--- src/rtl/uart_pkg.sv ---
// Shared types and constants for the UART receive path.
package uart_pkg;

  localparam int UART_DATA_W  = 8;
  localparam int UART_MIN_DIV = 4;

  typedef enum logic [1:0] {
    IDLE  = 2'd0,
    START = 2'd1,
    DATA  = 2'd2,
    STOP  = 2'd3
  } rx_state_e;

endpackage

--- src/rtl/sync_fifo.sv ---
// Single-clock FIFO with a registered head output.
module sync_fifo #(
  parameter int WIDTH = 8,
  parameter int DEPTH = 8
) (
  input  logic                     clk,
  input  logic                     rst,
  input  logic                     push,
  input  logic                     pop,
  input  logic [WIDTH-1:0]         wr_data,
  output logic [WIDTH-1:0]         rd_data,
  output logic                     full,
  output logic                     empty,
  output logic [$clog2(DEPTH):0]   count
);

  localparam int AW = $clog2(DEPTH);
  localparam int CW = AW + 1;

  logic [WIDTH-1:0] mem [DEPTH];
  logic [AW-1:0]    wr_ptr;
  logic [AW-1:0]    rd_ptr;
  logic [AW-1:0]    rd_ptr_n;
  logic             do_push;
  logic             do_pop;

  assign full     = (count == CW'(DEPTH));
  assign empty    = (count == '0);
  assign do_pop   = pop & ~empty;
  assign do_push  = push & (~full | do_pop);
  assign rd_ptr_n = do_pop ? rd_ptr + AW'(1) : rd_ptr;

  always_ff @(posedge clk) begin
    if (do_push)
      mem[wr_ptr] <= wr_data;
  end

  // A byte written into the slot that becomes the head is forwarded straight to rd_data.
  always_ff @(posedge clk or posedge rst) begin
    if (rst) begin
      wr_ptr  <= '0;
      rd_ptr  <= '0;
      count   <= '0;
      rd_data <= '0;
    end else begin
      if (do_push)
        wr_ptr <= wr_ptr + AW'(1);
      rd_ptr  <= rd_ptr_n;
      count   <= count + CW'(do_push) - CW'(do_pop);
      rd_data <= (do_push && (wr_ptr == rd_ptr_n)) ? wr_data : mem[rd_ptr_n];
    end
  end

endmodule

--- src/rtl/uart_rx_fifo.sv ---
// 8N1 UART receiver feeding a byte FIFO with a valid/ready pop port and sticky error flags.
module uart_rx_fifo
  import uart_pkg::*;
#(
  parameter int FIFO_DEPTH  = 8,
  parameter int SYNC_STAGES = 2
) (
  input  logic                          wb_clk_i,
  input  logic                          wb_rst_i,
  input  logic                          rx_i,
  input  logic [15:0]                   clk_div,
  output logic [UART_DATA_W-1:0]        rx_data,
  output logic                          rx_valid,
  input  logic                          rx_ready,
  output logic [$clog2(FIFO_DEPTH):0]   fifo_count,
  output logic                          frame_err,
  output logic                          overrun,
  input  logic                          err_clr,
  input  logic                          irq_en,
  output logic                          irq
);

  localparam int CW = $clog2(FIFO_DEPTH) + 1;

  logic [SYNC_STAGES-1:0] sync_q;
  logic [SYNC_STAGES-1:0] armed_q;
  logic                   line;
  logic                   armed;
  logic                   line_prev;
  logic                   fall;

  rx_state_e              state;
  logic [15:0]            div_eff;
  logic [15:0]            div_q;
  logic [15:0]            tick_cnt;
  logic [2:0]             bit_cnt;
  logic [UART_DATA_W-1:0] shreg;

  logic                   stop_tick;
  logic                   push_req;
  logic                   frame_set;
  logic                   pop_ok;
  logic                   push_ok;
  logic                   full;
  logic                   empty;
  logic                   overrun_set;
  logic [CW-1:0]          count_next;

  assign line  = sync_q[SYNC_STAGES-1];
  assign armed = armed_q[SYNC_STAGES-1];
  assign fall  = armed & line_prev & ~line;

  // armed_q holds off edge detection until the synchroniser carries real line values,
  // so a line that is already low when reset releases is not taken as a start bit.
  always_ff @(posedge wb_clk_i or posedge wb_rst_i) begin
    if (wb_rst_i) begin
      sync_q    <= '1;
      armed_q   <= '0;
      line_prev <= 1'b0;
    end else begin
      sync_q    <= {sync_q[SYNC_STAGES-2:0], rx_i};
      armed_q   <= {armed_q[SYNC_STAGES-2:0], 1'b1};
      line_prev <= armed & line;
    end
  end

  assign div_eff = (clk_div < 16'(UART_MIN_DIV)) ? 16'(UART_MIN_DIV) : clk_div;

  always_ff @(posedge wb_clk_i or posedge wb_rst_i) begin
    if (wb_rst_i) begin
      state    <= IDLE;
      div_q    <= 16'(UART_MIN_DIV);
      tick_cnt <= '0;
      bit_cnt  <= '0;
      shreg    <= '0;
    end else begin
      case (state)
        IDLE: begin
          if (fall) begin
            div_q    <= div_eff;
            tick_cnt <= (div_eff >> 1) - 16'd1;
            bit_cnt  <= '0;
            state    <= START;
          end
        end
        START: begin
          if (tick_cnt == '0) begin
            if (!line) begin
              tick_cnt <= div_q - 16'd1;
              state    <= DATA;
            end else begin
              state <= IDLE;
            end
          end else begin
            tick_cnt <= tick_cnt - 16'd1;
          end
        end
        DATA: begin
          if (tick_cnt == '0) begin
            shreg    <= {line, shreg[UART_DATA_W-1:1]};
            tick_cnt <= div_q - 16'd1;
            bit_cnt  <= bit_cnt + 3'd1;
            if (bit_cnt == 3'd7)
              state <= STOP;
          end else begin
            tick_cnt <= tick_cnt - 16'd1;
          end
        end
        STOP: begin
          if (tick_cnt == '0)
            state <= IDLE;
          else
            tick_cnt <= tick_cnt - 16'd1;
        end
        default: state <= IDLE;
      endcase
    end
  end

  assign stop_tick   = (state == STOP) && (tick_cnt == '0);
  assign push_req    = stop_tick & line;
  assign frame_set   = stop_tick & ~line;
  assign rx_valid    = ~empty;
  assign pop_ok      = rx_valid & rx_ready;
  assign push_ok     = push_req & (~full | pop_ok);
  assign overrun_set = push_req & full & ~pop_ok;
  assign count_next  = fifo_count + CW'(push_ok) - CW'(pop_ok);

  sync_fifo #(
    .WIDTH (UART_DATA_W),
    .DEPTH (FIFO_DEPTH)
  ) u_fifo (
    .clk     (wb_clk_i),
    .rst     (wb_rst_i),
    .push    (push_req),
    .pop     (rx_ready),
    .wr_data (shreg),
    .rd_data (rx_data),
    .full    (full),
    .empty   (empty),
    .count   (fifo_count)
  );

  // A new error event beats a simultaneous clear; irq tracks the occupancy being registered this edge.
  always_ff @(posedge wb_clk_i or posedge wb_rst_i) begin
    if (wb_rst_i) begin
      frame_err <= 1'b0;
      overrun   <= 1'b0;
      irq       <= 1'b0;
    end else begin
      frame_err <= frame_set | (frame_err & ~err_clr);
      overrun   <= overrun_set | (overrun & ~err_clr);
      irq       <= irq_en & (count_next != '0);
    end
  end

endmodule

--- config.mk ---
export PLATFORM = sky130hd
export DESIGN_NAME = uart_rx_fifo
export DESIGN_NICKNAME = d
export VERILOG_FILES = /design/src/rtl/uart_pkg.sv /design/src/rtl/sync_fifo.sv /design/src/rtl/uart_rx_fifo.sv
export SDC_FILE = /design/constraint.sdc
export NUM_CORES = 1
export LEC_CHECK = 0
export CAP_MARGIN = 20
export CELL_PAD_IN_SITES_DETAIL_PLACEMENT = 1
export CELL_PAD_IN_SITES_GLOBAL_PLACEMENT = 1
export CORE_MARGIN = 4
export CORE_UTILIZATION = 45
export DETAILED_ROUTE_END_ITERATION = 8
export PLACE_DENSITY_LB_ADDON = 0.1
export SLEW_MARGIN = 20
export SYNTH_ARGS = -nofsm -noshare
export SYNTH_HDL_FRONTEND = slang
export SYNTH_SLANG_ARGS = --single-unit
--- constraint.sdc ---
create_clock -name wb_clk_i -period 5.08 [get_ports wb_clk_i]
set_input_delay 0.508 -clock wb_clk_i [delete_from_list [all_inputs] [get_ports wb_clk_i]]
set_output_delay 0.508 -clock wb_clk_i [all_outputs]
set_load 0.03 [all_outputs]
; ---- After elaboration in Yosys (flattened, before gate mapping)
; Memories as Yosys holds them, arrays and structs flattened. A register that Yosys moved wholly into a read port is not among the register bits.
; Cells that the tools add are included.
[op_classes]
n_eq_ne = 12
n_reduce_logical = 11
mux = 20
n_addsub = 8
order_cmp = 1
bitwise = 20
[ops]
columns = operator, n
row1 = 16-bit two-way mux, 6
row2 = 16-bit one-hot mux with 4 select lines, 1
row3 = 16-bit by 1-bit subtractor with 16-bit output (second input constant), 2
row4 = 16-bit zero test, 1
row5 = 16-bit by 3-bit < comparator with 1-bit output (second input constant), 1
row6 = 15-bit by 1-bit subtractor with 16-bit output (second input constant), 1
row7 = 1-bit AND, 12
row8 = 2-bit two-way mux, 6
row9 = 2-bit inequality test (second input constant), 6
row10 = 3-bit by 1-bit adder with 3-bit output (second input constant), 3
row11 = 3-bit two-way mux, 3
row12 = 2-bit one-hot mux with 4 select lines, 1
row13 = 3-bit one-hot mux with 2 select lines, 1
row14 = 3-bit AND reduction, 2
row15 = 1-bit inverter, 5
row16 = 5-bit AND reduction, 1
row17 = 4-bit by 1-bit adder with 4-bit output, 1
row18 = 2-bit equality test (second input constant), 2
row19 = 4-bit equality test (second input constant), 1
row20 = 4-bit zero test, 1
row21 = 2-bit AND reduction, 2
row22 = 4-bit nonzero test, 1
row23 = 4-bit by 1-bit subtractor with 4-bit output, 1
row24 = 3-bit equality test (second input constant), 1
row25 = other kinds (7), 10
[totals]
memories = 1
output_inout_bits = 16
register_bits = 63
mem_bits_rw = 64
[mem_list]
columns = name, words, width, read_ports, rd_ports_with_merged_regs, wr, line_no
row1 = u_fifo.mem, 8, 8, 1, 1, 1, sync_fifo.sv:20  ; logic [WIDTH-1:0] mem [DEPTH];

; ---- Logic depth before layout (Yosys ltp)
; Gate-level depths: netlist of run 1.
[depth]
ltp_word = 9
ltp_mapped = 13

; ---- Cells and area by module
; From an unflattened synthesis of run 1, not the netlist that was laid out.
[unflattened]
hier_cells = 612
hier_area_um2 = 7133.1
[by_module_without_submodules]
columns = mod, seq_area_each_um2, cells_per_inst, n_inst, area_per_inst_um2
row1 = sync_fifo, 2372.3, 232, 1, 3604.7
row2 = uart_rx_fifo, 1330.0, 380, 1, 3528.4

; ---- Worst setup path before layout of run 1
; OpenSTA, ideal clock, no wires.
[synth_timing]
path_type = input to register
from = in clk_div[8]
to = reg tick_cnt[14]
setup_time_ns = 0.121
slack_ns = 2.006
stages = 11
path_buffers = 0
arrival_ns = 2.953
cell_sequence = or4_1 > nor4_2 > and2_1 > nand2b_1 > ha_1 > nor2b_1 > nand2_1 > nor4_1 > xnor2_1 > a21oi_1 > a22o_1
[synth_via]
elab_chain_cells = 5
[synth_rtl]
columns = item, line_no
row1 = from (decl), uart_rx_fifo.sv:11  ; input logic [15:0] clk_div,
row2 = 16-bit by 3-bit < comparator with 1-bit output, uart_rx_fifo.sv:67  ; assign div_eff = (clk_div < 16'(UART_MIN_DIV)) ? 16'(UART_MIN_DIV) : clk_div;
row3 = 16-bit two-way mux (*), uart_rx_fifo.sv:67
row4 = 15-bit by 1-bit subtractor with 16-bit output (*), uart_rx_fifo.sv:81  ; tick_cnt <= (div_eff >> 1) - 16'd1;
row5 = 16-bit two-way mux (*), uart_rx_fifo.sv:79  ; if (fall) begin
row6 = 16-bit one-hot mux with 4 select lines (*), uart_rx_fifo.sv:77  ; case (state)
row7 = to (signal assigned), uart_rx_fifo.sv:81
row8 = to (signal assigned), uart_rx_fifo.sv:89  ; tick_cnt <= div_q - 16'd1;
row9 = to (signal assigned), uart_rx_fifo.sv:95  ; tick_cnt <= tick_cnt - 16'd1;
row10 = to (decl), uart_rx_fifo.sv:35  ; logic [15:0] tick_cnt;
; Every way passes the cells marked *; elsewhere a longest branch is shown, timed or not. The select of a mux whose other input is x is not followed.
; A chain may end at the register's enable or synchronous reset.

; ---- Final worst setup path of run 1
; Ends and elaborated chain as after synthesis.

==> results by group, run 1 <==
Clocking
  – CTS Sinks: 135
  – CTS Buf Count: 17
  – Clock buffer depth: 2
  – Post-CTS resize count: 0
  – CTS tree: built
  – CTS root buffer: clkbuf_16
  – Post-CTS Setup Inserts: 0
  – CTS Hold Bufs: 0
  – H-tree depth: 4
  – Clock latency on the worst-skew pair: 0.42 ns
  – Reg clk slew, reported paths: 0.06 ns

STA
  – Tmin final: 3.63 ns
  – RSZ-0062 raised after global routing: no
  – Final hold viol count: 0
  – Setup Total Neg Slack: 0 ns
  – Fin. max-slew vios: 0
  – Maximum clock frequency: 276 MHz
  – Setup Skew: 0.0103 ns
  – Relative slew margins: 37.0%
  – Final Setup Violations: 0
  – Worst-Margin Slew: 0.938 ns
  – Post-route clock period utilization: 71.4%
  – Min Hold Slack: 0.349 ns

Power and ir drop
  – PwrDens: 570 nW/um^2
  – Leak Pwr: 0.00316 uW
  – VDD IR max: 269 uV

Global route
  – Vias in the first global route: 5177
  – Largest net degree at the start of global routing: 47
  – Total global routing overflow: 0
  – Gr usage total: 20.1%
  – Initial antenna violation count: 0
  – First-pass GRT wire length: 27900 um

Detailed routing
  – Detailed-route via count: 4840
  – DRC: 0
  – Iter 0 DRT Violations: 318
  – ANT nets after route: 0
  – Wire length per cell: 20.2 um
  – Drt via density: 5.80
  – Final wirelength: 16900 um
  – DR pass1 iterations: 4

Floorplanning
  – Initial Utilization: 45.9%
  – Cell row count: 45
  – I/O pins: 38
  – Die X: 132 um
  – Die Ht: 132 um
  – Core area: 15100 sq um
  – Die area: 17500 sq um

Worst setup path
  – Worst Setup End Kind: flop
  – CP Data Arrival Time: 3.94 ns
  – Crit start category: input pin
  – Crit Path Category: in -> reg
  – Worst Reg-to-Reg Cells: 8
  – CP max FO: 5
  – CP required: 5.39 ns

Run status
  – Outcome: finished clean

Synthesis
  – Total number of yosys warnings: 0
  – Synthesized area: 6950 sq um
  – EDFF count, synth: 64
  – Synth Instances: 596
  – Register area share after synthesis: 53.3%
  – FFs w/ async S/R, synth: 52.6%
  – Register bit total from synthesis: 135
  – Distinct cells, synth: 71
  – Syn_nets: 638
  – Synth Area per Inst: 11.7 sq um
  – Main synth FF type: dfrtp_1

Layout
  – Final net count: 675
  – Final instance area: 8020 sq um
  – Final std cells w/o fill: 834
  – Final core occ: 53.0%
  – # diodes: 0
  – P&R area growth vs syn: 15.4%
  – Share of layout cells above drive strength 1: 12.5%

Placed design
  – IO buf count: 37
  – Post-DP Area: 7460 sq um
  – GP Congestion: 0.843
  – Placed cells: 802
  – HPWL after DPL: 12000 um

Hold path
  – Hold Path Cell Cnt: 0
  – Hold Crit Class: reg -> reg

Job
  – Max_cap viols: 0
[worst max-delay path, stage by stage]
cell	delay (ns)
clkdlybuf4s50_1	0.47
or4_1	0.65
nor4_2	0.52
and2_1	0.24
nand2b_1	0.18
ha_1	0.19
nor2b_1	0.26
nand2_1	0.18
nor4_1	0.28
xnor2_1	0.16
a21oi_1	0.08
a22o_1	0.21
[cells in the mapped netlist (4+ instances only)]
cell type	number	area share, %
a21oi_1	14	1.0
a221oi_1	8	1.0
a22o_1	17	2.1
a31oi_1	5	0.45
and2_1	7	0.63
buf_2	5	0.36
clkbuf_1	13	0.70
dfrtp_1	68	24
edfxtp_1	64	28
ha_1	19	3.4
inv_1	22	1.2
mux2_2	26	4.2
mux2i_1	34	4.9
nand2_1	46	2.5
nand2b_1	8	0.72
nand3_1	11	0.79
nand4_1	5	0.45
nor2_1	33	1.8
nor2b_1	7	0.63
nor3_1	20	1.4
nor4_1	7	0.63
o211ai_1	7	0.76
o21ai_0	32	2.3
o221ai_1	4	0.50
or2_2	4	0.36
or3_1	4	0.36
or4_1	6	0.65
xnor2_1	25	3.1
xor2_1	12	1.5
[state kept, by name, indices dropped and copies added, names as in the netlist, 2 cells and up, named ones only]
register	count
armed_q	2
shreg	8
div_q	16
u_fifo.wr_ptr	3
bit_cnt	3
tick_cnt	16
u_fifo.count	4
u_fifo.rd_data	8
u_fifo.rd_ptr	3
sync_q	2
u_fifo.mem	64
[per-stage QoR]
stage / worst slack, ns / power, uW
after floorplan: 2.01 / 2890
final: 1.45 / 4570
after detailed placement: 0.972 / 3410
after CTS: 1.41 / 4600
after global routing: 1.14 / 4840
after global placement: 1.14 / 3340
[layout by cell type (no fill, tap or decap), drive strengths merged, types with 9 or more instances in the layout]
master         netlist  routed
nand3               12      12
clkbuf              13      18
xor2                13      13
o21ai               33      33
a22o                17      17
a221oi               9       9
inv                 22      25
nor3                20      20
mux2                29      29
nor2                33      33
mux2i               34      34
clkdlybuf4s50        0      37
xnor2               25      25
ha                  19      19
dfrtp               68      68
nand2               46      46
nor4                 9       9
edfxtp              64      64
a21oi               15      15
[layer usage]
layer | vias to the layer above | track usage (%) | share of wire, % | wire (um)
li1 | 2289 | - | - | -
met1 | 2433 | 24.6 | 43 | 7280
met2 | 94 | 35.5 | 52 | 8740
met3 | 24 | 3.59 | 3.0 | 503
met4 | 0 | 7.79 | 2.0 | 339
met5 | - | 0 | 0 | 0
[final cells by class]
type	count	area, sq um
well taps	188	235
flip-flops and latches	135	3700
fillers	1574	7120
inverters	22	83.8
clock buffers	18	429
clock inverters	14	126
repair buffers	43	415
multi-input cells	414	3030
[worst paths after layout]
check	start	slack, ns	endpoint
min reg2reg	armed_q[0]$_DFF_PP0_	0.35	armed_q[1]$_DFF_PP0_
max reg2reg	tick_cnt[2]$_DFFE_PP0P_	1.66	irq$_DFF_PP0_
max in group asynchronous	wb_rst_i	3.66	shreg[2]$_DFFE_PP0P_
min in group asynchronous	wb_rst_i	0.55	u_fifo.count[2]$_DFF_PP0_
min	armed_q[0]$_DFF_PP0_	0.35	armed_q[1]$_DFF_PP0_
max	clk_div[8]	1.45	tick_cnt[14]$_DFFE_PP0P_
[cells by family after synthesis]
logic type / after synthesis / synth area share [%]
AO/OA/AOI/OAI: 119 / 12.3
XOR/XNOR: 38 / 4.90
adder cells (fa/ha/maj): 20 / 3.71
buffers and inverters: 47 / 3.17
flip-flops: 135 / 53.3
multiplexers: 63 / 9.59
other: 1 / 0.0539
AND/OR/NAND/NOR: 173 / 13.0
[report_power, final]
| part | internal, uW | leakage [uW] | switching (uW) |
|---|---|---|---|
| registers | 1350 | 0.00147 | 227 |
| logic | 767 | 0.00142 | 1070 |
| clock network | 676 | 0.000266 | 484 |
| total | 2790 | 0.00316 | 1780 |
Note: power is estimated with default switching activity, not from simulation.
==> run 2, diff against run 1 <==
- clock period: 5.08 -> 3.57 ns (I/O delays scaled with it)
==> results by group, run 2 (synthesis results as in run 1) <==
Run status
  – Outcome: finished clean

Worst setup path
  – Crit start category: input pin
  – Crit Path Category: in -> reg
  – Top delay family on crit path: simple AND/OR/NAND/NOR gates
  – Worst Setup End Kind: flop
  – CP max stage delay: 0.56 ns
  – WP buf/inv: 1
  – Crit path max-delay cell type: or4_1
  – CP Data Arrival Time: 3.38 ns
  – CP max FO: 4
  – CP required: 3.88 ns
  – CP cell instances: clkdlybuf4s50_1, or4_1, nor4_2, and2_1, nand2b_1, ha_1, nor2b_1, nand2_1, nor4_1, xnor2_1, a21oi_1, a22o_1

Detailed routing
  – ANT nets after route: 0
  – Final wirelength: 17300 um
  – Detailed-route via count: 4922
  – Drt via density: 5.79
  – DR pass1 iterations: 4
  – Wire length per cell: 20.4 um
  – Iter 0 DRT Violations: 251
  – DRC: 0

STA
  – Min Hold Slack: 0.347 ns
  – Setup Skew: 0.00964 ns
  – Relative slew margins: 38.1%
  – Fin. max-slew vios: 0
  – Setup Total Neg Slack: 0 ns
  – Final Setup Violations: 0
  – Tmin final: 3.07 ns
  – Post-route clock period utilization: 86.0%
  – Worst-Margin Slew: 0.919 ns
  – Maximum clock frequency: 326 MHz
  – Final worst slack: 0.499 ns
  – RSZ-0062 raised after global routing: no
  – Final hold viol count: 0

Global route
  – Largest net degree at the start of global routing: 39
  – Initial antenna violation count: 0
  – Gr usage total: 20.8%
  – First-pass GRT wire length: 28900 um
  – Total global routing overflow: 0
  – Vias in the first global route: 5338

Layout
  – Register area: 3700 sq um
  – Share of layout cells above drive strength 1: 14.4%
  – P&R area growth vs syn: 18.1%
  – # diodes: 0
  – Final instance area: 8210 sq um
  – Largest registers: u_fifo.mem: 64 flops, div_q: 16 flops, tick_cnt: 16 flops
  – Max reg flops: 64
  – Fillcell total: 1572
  – Final net count: 691
  – Multi-input logic area: 3030 sq um
  – Commonest cells after routing, fill and taps aside: dfrtp_1 (68), edfxtp_1 (64), nand2_1 (46)
  – Leading cell type in the layout, fill and taps excluded: dfrtp_1
  – Largest reg by FF count: u_fifo.mem

Floorplanning
  – Die X: 132 um
  – Cell row count: 45
  – Initial Utilization: 45.9%
  – I/O pins: 38
  – Core area: 15100 sq um
  – Die Ht: 132 um
  – Die area: 17500 sq um

Clocking
  – Clock latency on the worst-skew pair: 0.42 ns
  – CTS Sinks: 135
  – CTS tree: built
  – CTS Hold Bufs: 0
  – CTS root buffer: clkbuf_16
  – Clock buffer depth: 2
  – CTS Buf Count: 17
  – Reg clk slew, reported paths: 0.06 ns
  – Post-CTS Setup Inserts: 0
  – Post-CTS resize count: 0
  – H-tree depth: 4

Power and ir drop
  – VDD IR max: 343 uV
  – Total power: 6690 uW
  – PwrDens: 815 nW/um^2
  – Leak Pwr: 0.00326 uW

Placed design
  – GP Congestion: 0.876
  – HPWL after DPL: 12400 um
  – Post-DP Area: 7610 sq um
  – IO buf count: 37
  – Place WS: 0.0558 ns

Job
  – Max_cap viols: 0

Hold path
  – Hold Crit Class: reg -> reg
-- run 2: worst paths after layout --
kind                       slack, ns                    start                  endpoint  depth (start not counted)
setup reg to reg                0.62  tick_cnt[0]$_DFFE_PP0P_             irq$_DFF_PP0_                          9
hold / removal                  0.35     armed_q[0]$_DFF_PP0_      armed_q[1]$_DFF_PP0_                          0
min in group asynchronous       0.40                 wb_rst_i             irq$_DFF_PP0_                          2
hold reg to reg                 0.35     armed_q[0]$_DFF_PP0_      armed_q[1]$_DFF_PP0_                          0
max in group asynchronous       2.48                 wb_rst_i      div_q[9]$_DFFE_PP0P_                          3
setup / recovery                0.50              clk_div[10]  tick_cnt[14]$_DFFE_PP0P_                         12
-- run 2: layout make-up --
| cell class | count | area share, % |
|---|---|---|
| Clock inverter | 10 | 1.78 |
| Sequential cell | 135 | 45.1 |
| Tap cell | 188 | 2.86 |
| Clock buffer | 22 | 5.53 |
| Multi-Input combinational cell | 414 | 36.9 |
| Inverter | 22 | 1.01 |
| Timing Repair Buffer | 59 | 6.83 |
-- run 2: power by group --
part | switching, uW | total (uW) | internal, uW
sequential | 315 | 2230 | 1920
combinational | 1540 | 2680 | 1150
clock | 659 | 1780 | 1120
-- run 2: metal layers --
layer | GRT usage [%] | up-vias | wire length [um] | part of all wire (%)
li1 | - | 2317 | - | -
met1 | 24.3 | 2506 | 7210 | 42
met2 | 38.0 | 77 | 9380 | 54
met3 | 3.70 | 22 | 424 | 2.4
met4 | 8.14 | 0 | 312 | 1.8
met5 | 0 | - | 0 | 0
-- run 2: per-stage QoR --
| stage | cells | util [%] |
|---|---|---|
| 2_1_floorplan | 596 | - |
| 3_3_place_gp | 818 | 50.2 |
| 3_5_place_dp | 818 | 50.2 |
| 4_1_cts | 850 | 54.2 |
| 5_1_grt | 850 | 54.2 |
| 6_report | 850 | 54.2 |
